===== config.mk =====
export PLATFORM = sky130hd
export DESIGN_NAME = fp16pow
export DESIGN_NICKNAME = d
export VERILOG_FILES = /design/src/rtl/fp16pow.sv
export SDC_FILE = /design/constraint.sdc
export NUM_CORES = 1
export LEC_CHECK = 0
export BUFFER_PORTS_ARGS = -buffer_cell sky130_fd_sc_hd__buf_2
export CAP_MARGIN = 30
export CORE_AREA = 2 2 183 185
export DETAILED_ROUTE_END_ITERATION = 16
export DIE_AREA = 0 0 185 187
export PLACE_DENSITY = 0.38
export SYNTH_ARGS = -nofsm -noshare
export SYNTH_HDL_FRONTEND = slang
export SYNTH_SLANG_ARGS = --single-unit

===== constraint.sdc =====
create_clock -name i_clk -period 22.9 [get_ports i_clk]
set_input_delay 2.29 -clock i_clk [delete_from_list [all_inputs] [get_ports i_clk]]
set_output_delay 2.29 -clock i_clk [all_outputs]
set_load 0.03 [all_outputs]

===== src/rtl/fp16pow.sv =====
// fp16pow: multi-cycle FP16 integer power, o_res = i_base ^ i_exp (i_exp 0..31).
// It uses right-to-left binary exponentiation. One combinational fp16mul is
// shared between the accumulate step (acc*b) and the square step (b*b).
// Ports:
//   i_clk, i_rst    clock, asynchronous active-high reset
//   i_start         start request, sampled only in IDLE
//   i_base, i_exp   operands, captured when a start is accepted
//   o_busy          high whenever the unit is not IDLE
//   o_done          one-cycle pulse; o_res is valid in that cycle
//   o_res           result, held until the next completion

// fp16mul: combinational FP16 multiply.
// Subnormal inputs are treated as zero and subnormal results are flushed to
// zero. Rounding is round-to-nearest-even, and overflow gives +/-inf.
// Any NaN, including inf*0, is returned as {sign, 5'h1F, 10'h077}.
//   a, b   operands
//   p      product
module fp16mul (
    input  logic [15:0] a,
    input  logic [15:0] b,
    output logic [15:0] p
);
    logic        s, a_zero, b_zero, a_inf, b_inf, a_nan, b_nan;
    logic [21:0] prod;
    logic [9:0]  mant;
    logic        grd, sticky, rbit;
    logic [10:0] rnd;
    logic [7:0]  esum, eadj;

    always_comb begin
        s      = a[15] ^ b[15];
        a_zero = (a[14:10] == 5'd0);
        b_zero = (b[14:10] == 5'd0);
        a_inf  = (a[14:10] == 5'h1F) && (a[9:0] == 10'd0);
        b_inf  = (b[14:10] == 5'h1F) && (b[9:0] == 10'd0);
        a_nan  = (a[14:10] == 5'h1F) && (a[9:0] != 10'd0);
        b_nan  = (b[14:10] == 5'h1F) && (b[9:0] != 10'd0);

        prod = {11'd0, 1'b1, a[9:0]} * {11'd0, 1'b1, b[9:0]};
        // The product of two 1.x significands lies in [1,4).
        // Bit 21 set means the product is in [2,4) and must be normalised.
        if (prod[21]) begin
            mant   = prod[20:11];
            grd    = prod[10];
            sticky = |prod[9:0];
        end else begin
            mant   = prod[19:10];
            grd    = prod[9];
            sticky = |prod[8:0];
        end
        rbit = grd & (sticky | mant[0]);
        rnd  = {1'b0, mant} + {10'd0, rbit};
        // When rounding carries out, the mantissa wraps to 0 and the exponent
        // goes up by one. The biased result exponent is esum - 15.
        esum = {3'd0, a[14:10]} + {3'd0, b[14:10]} + {7'd0, prod[21]} + {7'd0, rnd[10]};
        eadj = esum - 8'd15;

        if (a_nan || b_nan || (a_inf && b_zero) || (b_inf && a_zero))
            p = {s, 5'h1F, 10'h077};
        else if (a_inf || b_inf)
            p = {s, 5'h1F, 10'd0};
        else if (a_zero || b_zero)
            p = {s, 15'd0};
        else if (esum >= 8'd46)
            p = {s, 5'h1F, 10'd0};
        else if (esum <= 8'd15)
            p = {s, 15'd0};
        else
            p = {s, eadj[4:0], rnd[9:0]};
    end
endmodule

module fp16pow (
    input  logic        i_clk,
    input  logic        i_rst,
    input  logic        i_start,
    input  logic [15:0] i_base,
    input  logic [4:0]  i_exp,
    output logic        o_busy,
    output logic        o_done,
    output logic [15:0] o_res
);
    typedef enum logic [1:0] {IDLE, ACC, SQR, DONE} state_t;

    state_t      state, state_n;
    logic [15:0] acc, acc_n, b, b_n, res_n, mul_a, mul_p;
    logic [4:0]  e, e_n;
    logic        done_n;

    assign mul_a = (state == ACC) ? acc : b;

    fp16mul u_mul (.a(mul_a), .b(b), .p(mul_p));

    always_comb begin
        state_n = state;
        acc_n   = acc;
        b_n     = b;
        e_n     = e;
        res_n   = o_res;
        done_n  = 1'b0;
        case (state)
            IDLE: if (i_start) begin
                acc_n   = 16'h3C00;
                b_n     = i_base;
                e_n     = i_exp;
                state_n = (i_exp == 5'd0) ? DONE : ACC;
            end
            ACC: begin
                if (e[0]) acc_n = mul_p;
                state_n = (e[4:1] == 4'd0) ? DONE : SQR;
            end
            SQR: begin
                b_n     = mul_p;
                e_n     = e >> 1;
                state_n = ACC;
            end
            DONE:    state_n = IDLE;
            default: state_n = IDLE;
        endcase
        // o_res and o_done are registered on the edge that enters DONE.
        // They take the accumulator value that is written on that same edge.
        if (state_n == DONE) begin
            done_n = 1'b1;
            res_n  = acc_n;
        end
    end

    always_ff @(posedge i_clk or posedge i_rst) begin
        if (i_rst) begin
            state  <= IDLE;
            acc    <= 16'd0;
            b      <= 16'd0;
            e      <= 5'd0;
            o_done <= 1'b0;
            o_res  <= 16'd0;
        end else begin
            state  <= state_n;
            acc    <= acc_n;
            b      <= b_n;
            e      <= e_n;
            o_done <= done_n;
            o_res  <= res_n;
        end
    end

    assign o_busy = (state != IDLE);
endmodule


# Yosys cells after proc, flatten, opt, wreduce, memory -nomap -nowiden
# Index checks and enable logic that the tools add are counted.
[word_totals]
output_inout_bits = 18
inputBits = 24
word_cells = 70
reg_bits = 56
[op_classes]
muxes = 21
order_cmp = 2
add_sub_neg = 5
bitwise = 3
multipliers = 1
n_eq_ne = 7
n_reduce_logical = 25
[op_table]
columns = ["cell", "n"]
rows = [
  ["$mux W15", 5],
  ["$mux W16", 4],
  ["$pmux W16 S2", 2],
  ["$mul A11 B11 Y22", 1],
  ["$logic_not A10 Y1", 2],
  ["$reduce_bool A10 Y1", 2],
  ["$add A8 B1 Y8", 2],
  ["$logic_not A5 Y1", 3],
  ["$add A10 B1 Y11", 1],
  ["$eq A5 B5 Y1 const B", 2],
  ["$mux W10", 1],
  ["$pmux W5 S2", 1],
  ["$reduce_or A10 Y1", 1],
  ["$reduce_or A9 Y1", 1],
  ["$ge A8 B6 Y1 const B", 1],
  ["$le A8 B4 Y1 const B", 1],
  ["$pmux W2 S4", 1],
  ["$add A5 B5 Y6", 1],
  ["$eq A2 B2 Y1 const B", 3],
  ["$logic_and A1 B1 Y1", 6],
  ["$logic_or A1 B1 Y1", 5],
  ["$mux W5", 1],
  ["$sub A5 B4 Y5 const B", 1],
  ["$logic_not A4 Y1", 1],
  ["other kinds (10)", 15],
]

# Longest topological paths before layout
[depth]
ltp_word = 17
ltp_mapped = 46
mapped_depth_nobuf = 39

# Hierarchy
# A second synthesis with hierarchy kept.
[hier_totals]
hier_cells = 904
hier_area_um2 = 7932.6
[by_module_without_submodules]
columns = ["module", "area_each_um2", "n_inst", "seq_area_each_um2", "cells_per_inst"]
rows = [
  ["fp16mul", 5313.8, 1, 0.0, 667],
  ["fp16pow", 2618.8, 1, 1401.3, 237],
]

# Least setup slack after synthesis
# OpenSTA, ideal clock, no wires.
[synth_path]
path_kind = "register -> register"
from = "register state[0]"
to = "register o_res[13]"
required_ps = 22775
arrival_ps = 9763
synth_period_minus_slack_ps = 9887
setup_time_ps = 125
setup_slack_ps = 13013
path_buffers = 6
stages_incl_launch_ff = 43
path_cell_list = "dfrtp_1 clkbuf_1 nor2b_1 buf_2 buf_1 clkbuf_1 nand2_1 o21ai_1 nand2_1 fa_1 fa_1 inv_1 fa_1 fa_1 inv_1 fa_1 inv_1 ha_1 (+7 left out) nand2_1 a21oi_1 ha_1 o2111a_1 and3_1 nand3_1 fa_1 inv_1 ha_1 ha_1 nor2_1 o31ai_1 mux2_2 a211oi_2 o211ai_1 a21o_1 o22a_1 mux2_2"
[synth_via]
elab_chain_cells = 17
elab_cells_between_ends = 43
cone_classes = "add/sub: 5; mul: 1; order compare: 2; eq/ne: 5; mux: 13; bitwise: 2; reduce/logical: 15"
[synth_lines]
columns = ["element", "line", "rtl"]
rows = [
  ["from (decl)", "85", "state_t state, state_n;"],
  ["from (signal assigned)", "137", "state <= state_n;"],
  ["$eq A2 B1 Y1", "90, 101", ""],
  ["$mux W16", "90", "assign mul_a = (state == ACC) ? acc : b;"],
  ["$mul A11 B11 Y22", "39", "prod = {11'd0, 1'b1, a[9:0]} * {11'd0, 1'b1, b[9:0]};"],
  ["$reduce_or A10 Y1 or $reduce_or A9 Y1 (tied branches)", "45, 49", ""],
  ["$mux W1", "42", "if (prod[21]) begin"],
  ["$or A1 B1 Y1", "51", "rbit = grd & (sticky | mant[0]);"],
  ["$and A1 B1 Y1", "51", ""],
  ["$add A10 B1 Y11", "52", "rnd = {1'b0, mant} + {10'd0, rbit};"],
  ["(+2 left out)", "--", ""],
  ["$mux W15", "66", "else if (esum <= 8'd15)"],
  ["$mux W15", "64", "else if (esum >= 8'd46)"],
  ["$mux W15", "62", "else if (a_zero || b_zero)"],
  ["$mux W15", "60", "else if (a_inf || b_inf)"],
  ["$mux W15", "58", "if (a_nan || b_nan || (a_inf && b_zero) || (b_inf && a_zero))"],
  ["$mux W16", "109", "if (e[0]) acc_n = mul_p;"],
  ["$pmux W16 S2 *", "101", "case (state)"],
  ["named net acc_n[13]", "86", "logic [15:0] acc, acc_n, b, b_n, res_n, mul_a, mul_p;"],
  ["to (signal assigned)", "142", "o_res <= res_n;"],
  ["to (decl)", "81", "output logic [15:0] o_res"],
]
# The timed path passes the listed nets; every way through them passes the cells marked *.
# A chain may end at the register's enable or synchronous reset.

# Worst setup path in the final report
[layout_path]
from = "register state[0]"
to = "register o_res[3]"
[layout_via]
elab_chain_cells = 17
elab_cells_between_ends = 42
cone_classes = "add/sub: 4; mul: 1; order compare: 2; eq/ne: 5; mux: 13; bitwise: 2; reduce/logical: 15"
[layout_lines]
columns = ["element", "line"]
rows = [
  ["$eq A2 B1 Y1", "90, 101"],
  ["$mux W16", "90"],
  ["$mul A11 B11 Y22", "39"],
  ["$reduce_or A10 Y1 or $reduce_or A9 Y1 (tied branches)", "45, 49"],
  ["$mux W1", "42"],
  ["$or A1 B1 Y1", "51"],
  ["$and A1 B1 Y1", "51"],
  ["$add A10 B1 Y11", "52"],
  ["(+2 left out)", "--"],
  ["$mux W15", "66"],
  ["$mux W15", "64"],
  ["$mux W15", "62"],
  ["$mux W15", "60"],
  ["$mux W15", "58"],
  ["$mux W16", "109"],
  ["$pmux W16 S2 *", "101"],
  ["named net acc_n[3]", "86"],
]
# Marked as above.

==> flow_metrics.py <==
metrics = {
    "run_status": {
        "status": "completed",
    },
    "floorplanning": {
        "num_io_pins": 42,
        "die_area_um2": 34600,
        "start_util_pct": 24.6,
        "core_um2": 32900,
        "die_h_um": 187,
        "die_w_um": 185,
        "num_rows": 67,
    },
    "logic_synthesis": {
        "synth_area_leader_cell": "fa_1",
        "synth_area_leaders": "fa_1, dfrtp_1, ha_1",
        "synth-seq-area-share_pct": 17.3,
        "syn_nets": 1118,
        "async_flop_share_pct": 100,
        "synth_area_um2": 8090,
        "ys.flop_type": "dfrtp_1",
        "synthDistinctLibCells": 89,
        "synth-seq-cells": 56,
        "synth_edf_count": 0,
        "synthCells": 944,
        "yosysTopAreaCellShare_pct": 20.3,
        "syn_avg_cell_area_um2": 8.57,
        "yosys_warnings": 0,
    },
    "timing": {
        "timing.fmax_mhz": 84.9,
        "finalSetupViolations": 0,
        "layout_min_cycle_time_ns": 11.77,
        "max_slew_margin_pct": 37.9,
        "rsz0062_at_grt": "false",
        "tightest_slew_ns": 0.925,
        "finalSetupTns_ns": 0,
        "clock-skew-final_ns": 0.00410,
        "fin_crit_sh_pct": 51.4,
        "hold_violations": 0,
        "finalMaxSlewViolations": 0,
    },
    "hold_path": {
        "min_path_type": "reg2reg",
    },
    "global_routing": {
        "grt-ovfl-total": 0,
        "antenna_found_initial": 0,
        "grt_pass1_vias": 6931,
        "grt_max_degree": 57,
        "grt_pass1_wl_mm": 41.9,
        "grt_use_total_pct": 15.6,
    },
    "placement": {
        "place.gp.congestion": 0.806,
        "io_buffers": 41,
        "place_inst": 1408,
        "hpwl_mm": 21.3,
    },
    "detailed_routing": {
        "drc": 0,
        "postRouteAntennaNets": 0,
        "dr.first_iter.drc_count": 502,
        "num_vias": 6899,
        "first_pass_iters": 5,
        "drt-total-wl_mm": 26.4,
        "avgRoutedWirePerCell_um": 18.6,
        "post_drt_via_cell_ratio": 4.87,
    },
    "finish": {
        "stdcell_count": 1416,
        "drive_gt1_share_pct": 10.2,
        "syn_to_final_growth_pct": 10.5,
        "nets": 1141,
        "fillers": 3635,
        "num_antenna_cells": 0,
    },
    "worst_setup_path": {
        "cp_num_buf_inv": 7,
        "crit_path_end_kind": "flop",
        "cpMostUsedCell": "fa_1",
        "cp.arrival_ns": 12.02,
        "required_ns": 23.14,
        "worstPathMaxFanout": 29,
        "cp_top_family": "adder cells",
        "start_kind": "flop",
        "path_class": "reg2reg",
        "cp_slowest_stage_delay_ns": 0.70,
        "crit_slowest_cell": "nor3_4",
    },
    "cts": {
        "cts_buffers": 5,
        "cts_root_buf": "clkbuf_16",
        "cts_sinks": 56,
        "cts_tree": "yes",
        "worstSkewPairLatency_ns": 0.30,
        "hold_buffers": 0,
        "path_clk_slew_ns": 0.07,
        "ctsResizeCount": 0,
        "postCtsSetupBuffers": 0,
        "clock_path_buffers": 2,
        "htree_levels": 2,
    },
    "job": {
        "max_cap_viol_count": 0,
    },
}
[cell type report]
type	instances	area, um^2	area share, %
Clock inverter	1	30.0	0.336
Clock buffer	7	153	1.71
Multi-Input combinational cell	726	6050	67.7
Tap cell	448	561	6.27
Sequential cell	56	1400	15.7
Timing Repair Buffer	47	250	2.80
Inverter	131	492	5.50
[synthesized netlist by cell type, types with 11 or more instances]
master and number:
nand3_1 16, ha_1 68, nor2_1 61, nand2_1 110, clkbuf_1 21, inv_1 128
fa_1 82, a21oi_1 46, and2_1 40, a21o_1 15, nand4_1 11, and3_1 11
xnor2_1 15, nor3_1 12, o211ai_1 13, dfrtp_1 56, o21ai_0 38
[final timing paths]
| check | startpoint | to | slack [ns] | cells after the start |
|---|---|---|---|---|
| hold reg to reg | o_res[11]$_DFFE_PP0P_ | o_res[11]$_DFFE_PP0P_ | 0.50 | 1 |
| hold / removal | o_res[11]$_DFFE_PP0P_ | o_res[11]$_DFFE_PP0P_ | 0.50 | 1 |
| max in group asynchronous | i_rst | b[0]$_DFFE_PP0P_ | 20.19 | 3 |
| setup reg to reg | state[0]$_DFF_PP0_ | o_res[3]$_DFFE_PP0P_ | 11.13 | 37 |
| min in group asynchronous | i_rst | o_res[13]$_DFFE_PP0P_ | 2.19 | 3 |
| setup / recovery | state[0]$_DFF_PP0_ | o_res[3]$_DFFE_PP0P_ | 11.13 | 37 |
[worst register-to-register path, delay by kind of cell (launching register included)]
kind / cells / cell delay, ns
adders and majority gates: 10 / 4.14
and+or+nand+nor: 9 / 2.57
buffers and inverters: 7 / 1.33
muxes: 3 / 0.99
DFF: 1 / 0.67
AOI/OAI and AO/OA: 8 / 2.02
[logic make-up after synthesis]
logic type | after synthesis | share of synthesized area (%)
AND/OR/NAND/NOR | 319 | 19.9
AO/OA/AOI/OAI | 217 | 19.1
buffers and inverters | 162 | 7.92
adder cells (fa/ha/maj) | 150 | 30.8
flip-flops | 56 | 17.3
XOR/XNOR | 20 | 2.26
multiplexers | 20 | 2.69
[layer usage]
metal / global-route usage (%) / share of wire, % / routed length, um / vias up
li1: - / - / - / 3303
met1: 23.1 / 49 / 13000 / 3465
met2: 25.1 / 47 / 12500 / 122
met3: 1.65 / 2.9 / 754 / 9
met4: 1.74 / 0.52 / 136 / 0
met5: 0 / 0 / 0 / -
[sequential cells by signal, indices dropped and copies added, names as in the netlist]
signal and count:
acc 16, e 5, o_done 1, o_res 16
b 16, state 2
[cells in the final DEF (no fill, tap or decap), drive strengths merged, types with 5 or more instances in the layout]
cell / Yosys / routed
dfrtp: 56 / 56
nor4: 8 / 8
and2: 44 / 44
o21ai: 48 / 48
a21o: 16 / 16
nand3: 16 / 16
xnor2: 16 / 16
nand2: 110 / 110
a31oi: 7 / 7
a2bb2oi: 5 / 5
nor3: 17 / 17
buf: 9 / 47
and3: 13 / 13
o21a: 5 / 5
mux2: 11 / 11
or3: 5 / 5
clkbuf: 22 / 7
or4: 5 / 5
inv: 128 / 128
nand2b: 7 / 7
o22ai: 8 / 8
a211oi: 5 / 5
ha: 68 / 68
o31ai: 11 / 11
nor2b: 10 / 10
a21oi: 48 / 48
nand4: 11 / 11
o211ai: 15 / 15
nor2: 61 / 61
fa: 82 / 82
mux2i: 9 / 9
[metrics by stage]
stage	area [um^2]	hold WS, ns	setup slack [ns]	util [%]
floorplan	8090	0.473	13.01	-
global placement	8740	0.489	11.19	26.6
detailed placement	8750	0.490	11.18	26.6
CTS	8930	0.508	11.11	27.2
global route	8930	0.527	10.20	27.2
finish	8930	0.502	11.13	27.2
Power is not shown: default switching activity piles up to over one toggle a cycle in this logic, so the estimate is an artifact.
